--- config.mk ---
export PLATFORM = sky130hd
export DESIGN_NAME = branch_ctrl_flat
export DESIGN_NICKNAME = d
export VERILOG_FILES = /design/src/rtl/branch_ctrl_pkg.sv /design/src/rtl/branch_ctrl_if.sv /design/src/rtl/branch_ctrl_branch.sv /design/src/rtl/branch_ctrl.sv /design/src/flat_wrapper.sv
export SDC_FILE = /design/constraint.sdc
export NUM_CORES = 1
export LEC_CHECK = 0
export ABC_CLOCK_PERIOD_IN_PS = 4210
export CAP_MARGIN = 20
export CORE_MARGIN = 5
export CORE_UTILIZATION = 46
export DETAILED_ROUTE_END_ITERATION = 6
export PLACE_DENSITY = 0.79
export SLEW_MARGIN = 0
export SYNTH_ARGS = -nofsm -noshare
export SYNTH_HDL_FRONTEND = slang
export SYNTH_HIERARCHICAL = 1
export SYNTH_SLANG_ARGS = --single-unit
export TNS_END_PERCENT = 30
--- constraint.sdc ---
create_clock -name clk -period 4.21 [get_ports clk]
set_input_delay 0.842 -clock clk [delete_from_list [all_inputs] [get_ports clk]]
set_output_delay 0.842 -clock clk [all_outputs]
set_load 0.005 [all_outputs]
--- src/rtl/branch_ctrl_pkg.sv ---
// Shared definitions for the branch controller: f3Br funct3 codes, FSM states, BHT counter values.
package branch_ctrl_pkg;

    localparam logic [2:0] F3_BEQ  = 3'b000;
    localparam logic [2:0] F3_BNE  = 3'b001;
    localparam logic [2:0] F3_BLT  = 3'b100;
    localparam logic [2:0] F3_BGE  = 3'b101;
    localparam logic [2:0] F3_BLTU = 3'b110;
    localparam logic [2:0] F3_BGEU = 3'b111;

    typedef enum logic [1:0] {
        IDLE     = 2'd0,
        RESOLVE  = 2'd1,
        REDIRECT = 2'd2,
        FLUSH    = 2'd3
    } bc_state_e;

    localparam logic [1:0] SNT = 2'b00;
    localparam logic [1:0] WNT = 2'b01;
    localparam logic [1:0] WT  = 2'b10;
    localparam logic [1:0] ST  = 2'b11;

    // Codes 010/011 are not branch encodings.
    function automatic logic f3_defined(input logic [2:0] f3);
        return f3[2:1] != 2'b01;
    endfunction

endpackage

--- src/rtl/branch_ctrl_if.sv ---
// Execute-stage branch interface: op handshake, resolution, fetch redirect, flush and BHT lookup.
interface branch_ctrl_if #(
    parameter int XLEN = 32
);
    logic            in_valid;
    logic            in_ready;
    logic [2:0]      in_funct3;
    logic [XLEN-1:0] in_rs1;
    logic [XLEN-1:0] in_rs2;
    logic [XLEN-1:0] in_pc;
    logic [XLEN-1:0] in_imm;
    logic            in_pred_taken;
    logic            res_valid;
    logic            res_taken;
    logic            redirect_valid;
    logic            redirect_ready;
    logic [XLEN-1:0] redirect_pc;
    logic            flush;
    logic [XLEN-1:0] lk_pc;
    logic            lk_taken;

    modport master (
        output in_valid, in_funct3, in_rs1, in_rs2, in_pc, in_imm, in_pred_taken,
        output redirect_ready, lk_pc,
        input  in_ready, res_valid, res_taken, redirect_valid, redirect_pc, flush, lk_taken
    );

    modport slave (
        input  in_valid, in_funct3, in_rs1, in_rs2, in_pc, in_imm, in_pred_taken,
        input  redirect_ready, lk_pc,
        output in_ready, res_valid, res_taken, redirect_valid, redirect_pc, flush, lk_taken
    );

endinterface

--- src/rtl/branch_ctrl_branch.sv ---
// Combinational branch comparator: evaluates the f3Br condition on rs1/rs2 when branch is set.
module branch_ctrl_branch
    import branch_ctrl_pkg::*;
#(
    parameter int XLEN = 32
) (
    input  logic                   branch,
    input  logic [2:0]             funct3,
    input  logic signed [XLEN-1:0] rs1,
    input  logic signed [XLEN-1:0] rs2,
    output logic                   taken
);

    always_comb begin
        taken = 1'b0;
        if (branch) begin
            case (funct3)
                F3_BEQ:  taken = (rs1 == rs2);
                F3_BNE:  taken = (rs1 != rs2);
                F3_BLT:  taken = (rs1 < rs2);
                F3_BGE:  taken = (rs1 >= rs2);
                F3_BLTU: taken = ($unsigned(rs1) < $unsigned(rs2));
                F3_BGEU: taken = ($unsigned(rs1) >= $unsigned(rs2));
                default: taken = 1'b0;
            endcase
        end
    end

endmodule

--- src/rtl/branch_ctrl.sv ---
// Branch resolution sequencer: IDLE -> RESOLVE -> (REDIRECT -> FLUSH ->) IDLE.
// Define BRANCH_PREDICT_EN to build the 2-bit BHT behind lk_pc/lk_taken.
module branch_ctrl
    import branch_ctrl_pkg::*;
#(
    parameter int XLEN         = 32,
    parameter int BHT_ENTRIES  = 16,
    parameter int FLUSH_CYCLES = 2
) (
    input  logic         clk,
    input  logic         rst_n,
    branch_ctrl_if.slave bus
);

    localparam int CNT_W = $clog2(FLUSH_CYCLES + 1);

    bc_state_e              state;
    logic [CNT_W-1:0]       flush_cnt;
    logic [XLEN-1:0]        redirect_pc_q;
    logic [2:0]             funct3_p1;
    logic signed [XLEN-1:0] rs1_p1;
    logic signed [XLEN-1:0] rs2_p1;
    logic [XLEN-1:0]        pc_p1;
    logic [XLEN-1:0]        imm_p1;
    logic                   pred_p1;
    logic                   taken;
    logic [XLEN-1:0]        target;
    logic [XLEN-1:0]        fallthrough;

    // Stage p1: operands captured on accept; data only, so no reset.
    always_ff @(posedge clk) begin
        if (state == IDLE && bus.in_valid) begin
            funct3_p1 <= bus.in_funct3;
            rs1_p1    <= bus.in_rs1;
            rs2_p1    <= bus.in_rs2;
            pc_p1     <= bus.in_pc;
            imm_p1    <= bus.in_imm;
            pred_p1   <= bus.in_pred_taken;
        end
    end

    branch_ctrl_branch #(.XLEN(XLEN)) u_branch (
        .branch (1'b1),
        .funct3 (funct3_p1),
        .rs1    (rs1_p1),
        .rs2    (rs2_p1),
        .taken  (taken)
    );

    assign target      = pc_p1 + imm_p1;
    assign fallthrough = pc_p1 + XLEN'(4);

    always_ff @(posedge clk or negedge rst_n) begin
        if (!rst_n) begin
            state         <= IDLE;
            flush_cnt     <= '0;
            redirect_pc_q <= '0;
        end else begin
            case (state)
                IDLE: begin
                    if (bus.in_valid) state <= RESOLVE;
                end
                RESOLVE: begin
                    if (taken != pred_p1) begin
                        redirect_pc_q <= taken ? target : fallthrough;
                        state         <= REDIRECT;
                    end else begin
                        state <= IDLE;
                    end
                end
                REDIRECT: begin
                    if (bus.redirect_ready) begin
                        flush_cnt <= CNT_W'(FLUSH_CYCLES);
                        state     <= FLUSH;
                    end
                end
                FLUSH: begin
                    if (flush_cnt == CNT_W'(1)) begin
                        flush_cnt <= '0;
                        state     <= IDLE;
                    end else begin
                        flush_cnt <= flush_cnt - CNT_W'(1);
                    end
                end
                default: state <= IDLE;
            endcase
        end
    end

    // Outputs decode straight from state so an async reset clears them at once.
    assign bus.in_ready       = (state == IDLE);
    assign bus.res_valid      = (state == RESOLVE);
    assign bus.res_taken      = (state == RESOLVE) && taken;
    assign bus.redirect_valid = (state == REDIRECT);
    assign bus.redirect_pc    = redirect_pc_q;
    assign bus.flush          = (state == FLUSH);

`ifdef BRANCH_PREDICT_EN
    localparam int IDX_W = $clog2(BHT_ENTRIES);

    function automatic logic [1:0] sat_inc(input logic [1:0] c);
        return (c == ST) ? ST : c + 2'd1;
    endfunction

    function automatic logic [1:0] sat_dec(input logic [1:0] c);
        return (c == SNT) ? SNT : c - 2'd1;
    endfunction

    logic [1:0]       bht [BHT_ENTRIES];
    logic [IDX_W-1:0] upd_idx;
    logic [IDX_W-1:0] lk_idx;

    assign upd_idx = pc_p1[IDX_W+1:2];
    assign lk_idx  = bus.lk_pc[IDX_W+1:2];

    always_ff @(posedge clk or negedge rst_n) begin
        if (!rst_n) begin
            for (int i = 0; i < BHT_ENTRIES; i++) bht[i] <= WNT;
        end else if (state == RESOLVE && f3_defined(funct3_p1)) begin
            bht[upd_idx] <= taken ? sat_inc(bht[upd_idx]) : sat_dec(bht[upd_idx]);
        end
    end

    // Read of the pre-update array gives the old value on a same-index collision.
    assign bus.lk_taken = bht[lk_idx][1];
`else
    assign bus.lk_taken = 1'b0;
`endif

endmodule
--- src/flat_wrapper.sv ---
// flat-port wrapper written by rule: the top's interface ports become plain ports
module branch_ctrl_flat import branch_ctrl_pkg::*;
#(
    parameter int XLEN         = 32,
    parameter int BHT_ENTRIES  = 16,
    parameter int FLUSH_CYCLES = 2
)
  (clk, rst_n, bus_in_valid, bus_in_funct3, bus_in_rs1, bus_in_rs2, bus_in_pc, bus_in_imm, bus_in_pred_taken, bus_redirect_ready, bus_lk_pc, bus_in_ready, bus_res_valid, bus_res_taken, bus_redirect_valid, bus_redirect_pc, bus_flush, bus_lk_taken);
  branch_ctrl_if #(.XLEN(XLEN)) bus_i ();
  input  logic clk;
  input  logic rst_n;
  input wire logic [$bits(bus_i.in_valid)-1:0] bus_in_valid;
  input wire logic [$bits(bus_i.in_funct3)-1:0] bus_in_funct3;
  input wire logic [$bits(bus_i.in_rs1)-1:0] bus_in_rs1;
  input wire logic [$bits(bus_i.in_rs2)-1:0] bus_in_rs2;
  input wire logic [$bits(bus_i.in_pc)-1:0] bus_in_pc;
  input wire logic [$bits(bus_i.in_imm)-1:0] bus_in_imm;
  input wire logic [$bits(bus_i.in_pred_taken)-1:0] bus_in_pred_taken;
  input wire logic [$bits(bus_i.redirect_ready)-1:0] bus_redirect_ready;
  input wire logic [$bits(bus_i.lk_pc)-1:0] bus_lk_pc;
  output wire logic [$bits(bus_i.in_ready)-1:0] bus_in_ready;
  output wire logic [$bits(bus_i.res_valid)-1:0] bus_res_valid;
  output wire logic [$bits(bus_i.res_taken)-1:0] bus_res_taken;
  output wire logic [$bits(bus_i.redirect_valid)-1:0] bus_redirect_valid;
  output wire logic [$bits(bus_i.redirect_pc)-1:0] bus_redirect_pc;
  output wire logic [$bits(bus_i.flush)-1:0] bus_flush;
  output wire logic [$bits(bus_i.lk_taken)-1:0] bus_lk_taken;
  assign bus_i.in_valid = bus_in_valid;
  assign bus_i.in_funct3 = bus_in_funct3;
  assign bus_i.in_rs1 = bus_in_rs1;
  assign bus_i.in_rs2 = bus_in_rs2;
  assign bus_i.in_pc = bus_in_pc;
  assign bus_i.in_imm = bus_in_imm;
  assign bus_i.in_pred_taken = bus_in_pred_taken;
  assign bus_i.redirect_ready = bus_redirect_ready;
  assign bus_i.lk_pc = bus_lk_pc;
  assign bus_in_ready = bus_i.in_ready;
  assign bus_res_valid = bus_i.res_valid;
  assign bus_res_taken = bus_i.res_taken;
  assign bus_redirect_valid = bus_i.redirect_valid;
  assign bus_redirect_pc = bus_i.redirect_pc;
  assign bus_flush = bus_i.flush;
  assign bus_lk_taken = bus_i.lk_taken;
  branch_ctrl #(.XLEN(XLEN), .BHT_ENTRIES(BHT_ENTRIES), .FLUSH_CYCLES(FLUSH_CYCLES)) u_core (.clk(clk), .rst_n(rst_n), .bus(bus_i));
endmodule
==> impl_metrics.toml <==
[final_layout]
fin_util_pct = 60.6
area_delta_synth_final_pct = 30.7
fin_cells = 1167
fin_nets = 1154
antenna_cells = 0
drive_gt1_share_pct = 6.75

[pwr]
p_sw_share_pct = 31.9
pwr-share-clk_pct = 27.9
irDropWorstVdd_mv = 0.291
leakage_uw = 0.00440
cellPowerDensity_nw_per_um2 = 497
p_int_uw = 3810
seqPwrFrac_pct = 41.8
power_switching_uw = 1780
finalPower_uw = 5600
pwr-share-comb_pct = 30.4

[setup_path]
cp.required_ns = 3.37
critPathMaxFanout = 5
critPathArrivalTime_ns = 3.19
cp-end-kind = "output pin"
startpoint_type = "flip-flop"
critical_path_class = "flip-flop to output pin"

[worst_hold_path]
hold_class = "flip-flop to flip-flop"

[logic_synthesis]
async_reset_ff_share_pct = 21.4
synthTopCellsByArea = "edfxtp_1 46%, dfrtp_1 10%, ha_1 9.4%"
avgSynthCellArea_um2 = 11.7
synth_top_area_cell = "edfxtp_1"
synth_warnings = 6
seq_area_frac_synth_pct = 56.5
synth_area_um2 = 8620
netlist_instances = 737
synth.distinct_cells = 65
ys_ff_latch = 168
synth_edf_count = 132
yosys.area.top_type_share_pct = 46.0
synth_ff_type = "edfxtp_1"

[floorplanning]
fp.dieH_um = 147
num_rows = 50
die_w_um = 147
io_pins = 206
core_area_um2 = 18600
dieArea_um2 = 21600
initial_utilization_pct = 46.4

[clocking]
cts_tree = "yes"
cts_hold_buf = 0
clkTransAtPathRegs_ns = 0.07
root_buffer = "clkbuf_16"
cts_max_path_buffers = 2
cts.htree.levels = 4
clock_latency_ns = 0.43
cts.sinks = 168
cts_made_buffers = 17

[sta]
final-hold-violation-count = 0
setup_violations = 0
period_needed_ns = 4.03
setup_slack_ns = 0.179
clock_skew_ns = 0.0134
fmax_mhz = 248
finalCritPeriodShare_pct = 95.7
report.final.slew_viol_count = 0
tightest_slew_ns = 0.828
fin_setup_tns_ns = 0
relSlewSlack_pct = 44.8

[drt]
antenna_left = 0
drc = 0
dr.pass1.iters = 4
wl_per_cell_um = 16.0
vias = 6146
wirelength_um = 18700
drt-initial-drc-count = 304
via_per_inst = 5.27

[global_routing]
grt_first_pass_wirelength_um = 30200
grt_pass1_vias = 6102
grt_antenna_before_repair = 6
gr-usage-all-layers_pct = 17.4
gr-total-overflow = 0
grt_max_degree = 51

[placement]
port_buffers = 172
dp_slack_ns = 0.591
place_inst = 1134
hpwl_um = 14300
gp_congestion = 0.829

[flow_run]
drv_cap = 0

[run_status]
status = "complete, no violations"
## logic make-up after synthesis
group / share of synthesized area (%)
simple gates: 11.4
compound gates: 13.6
flops: 56.5
fa+ha+maj: 9.67
buf+inv: 2.53
xor+xnor: 5.39
mux: 0.813
other cells: 0.0872
## per-stage QoR
stage	hold WS (ns)	cell area [µm²]
finish	0.478	11300
global route	0.511	11300
CTS	0.486	11200
detailed placement	0.470	10600
global placement	0.461	10600
floorplan	0.459	8620
## path summary, 6_finish.rpt
path | slack, ns | cells past startpoint | start | end
worst max-delay path | 0.18 | 8 | u_core/rs1_p1[31]$_DFFE_PP_ | bus_res_taken
worst min-delay path | 0.48 | 2 | u_core/bus.redirect_pc[0]$_DFFE_PN0P_ | u_core/bus.redirect_pc[0]$_DFFE_PN0P_
worst max register to register | 0.70 | 12 | u_core/rs1_p1[31]$_DFFE_PP_ | u_core/bus.redirect_pc[31]$_DFFE_PN0P_
worst min register to register | 0.48 | 2 | u_core/bus.redirect_pc[0]$_DFFE_PN0P_ | u_core/bus.redirect_pc[0]$_DFFE_PN0P_
max in group asynchronous | 3.18 | 1 | rst_n | u_core/bus.redirect_pc[22]$_DFFE_PN0P_
min in group asynchronous | 0.51 | 1 | rst_n | u_core/bus.redirect_pc[1]$_DFFE_PN0P_
## cell type report
class	count	area, µm²
fillers	1505	7320
inverters	42	158
clock inverters	15	175
multi-input cells	513	3570
clock buffers	17	425
repair buffers	178	1770
flip-flops and latches	168	4860
well taps	234	293
## cells in the final DEF (no fill, tap or decap), types with 5 or more instances in the layout
cell,n
nand2_1,74
nor3_1,13
ha_1,64
o21ai_1,15
edfxtp_1,132
a211oi_1,6
a21o_1,18
nand4_1,11
and3_1,7
a21oi_1,63
inv_8,6
xor2_1,29
nor2_1,42
clkdlybuf4s50_1,171
clkbuf_16,17
a22oi_1,7
nand3_1,20
xnor2_1,24
o21ai_0,36
nor2b_1,6
inv_1,42
mux2i_1,6
dfrtp_1,36
buf_4,5
## critical path, stage by stage, from the launching register on
cell and delay [ns]:
edfxtp_1 0.42, ha_4 0.31, nand4_2 0.16, nor4_4 0.43, o311ai_1 0.17, o2111ai_1 0.23
mux2i_4 0.38, and2_1 0.17, clkdlybuf4s50_1 0.49
## registers in the layout (all words and copies together) (netlist names), named ones only
name                    cells
u_core/imm_p1              32
u_core/rs2_p1              32
u_core/rs1_p1              32
u_core/flush_cnt            2
u_core/state                1
u_core/funct3_p1            3
u_core/pc_p1               32
u_core/pred_p1              1
u_core/bus.redirect_pc     32
## routing by layer
layer	global-route usage [%]	vias up	wire (µm)
li1	-	3089	-
met2	29.4	180	9020
met3	5.37	30	1390
met1	21.4	2835	7850
met5	0	-	93
met4	5.79	12	314
## synth_stat cells (3+ instances only)
| cell type | number |
|---|---|
| o21ai_0 | 36 |
| xnor2_1 | 24 |
| nand4_1 | 11 |
| mux2i_1 | 7 |
| edfxtp_1 | 132 |
| nor3_1 | 13 |
| inv_1 | 42 |
| o211ai_1 | 3 |
| nand3_1 | 20 |
| and3_1 | 7 |
| nor2_1 | 42 |
| a22oi_1 | 7 |
| nor2b_1 | 6 |
| o21ai_1 | 15 |
| clkbuf_1 | 13 |
| a21oi_1 | 63 |
| a21oi_4 | 3 |
| o21bai_1 | 3 |
| or3_1 | 3 |
| dfrtp_1 | 36 |
| a21o_1 | 18 |
| and2_1 | 4 |
| nand2b_1 | 4 |
| ha_1 | 65 |
| nand4_2 | 3 |
| nand2_1 | 75 |
| a211oi_1 | 6 |
| a31oi_1 | 4 |
| xor2_1 | 29 |
## power by group through the flow
stage | registers (µW) | clock network [µW] | logic (µW)
after global placement | 2360 | 0 | 1650
final | 2340 | 1560 | 1700
after CTS | 2340 | 1590 | 1700
after detailed placement | 2370 | 0 | 1690
after global routing | 2380 | 1670 | 1880
after floorplan | 2360 | 0 | 978
## what timing repair did
action | CTS | global route
setup endpoints to repair | 0 | 1
gates resized for setup | 0 | 3
buffers inserted | 0 | 1
Note: power is estimated with default switching activity, not from simulation.
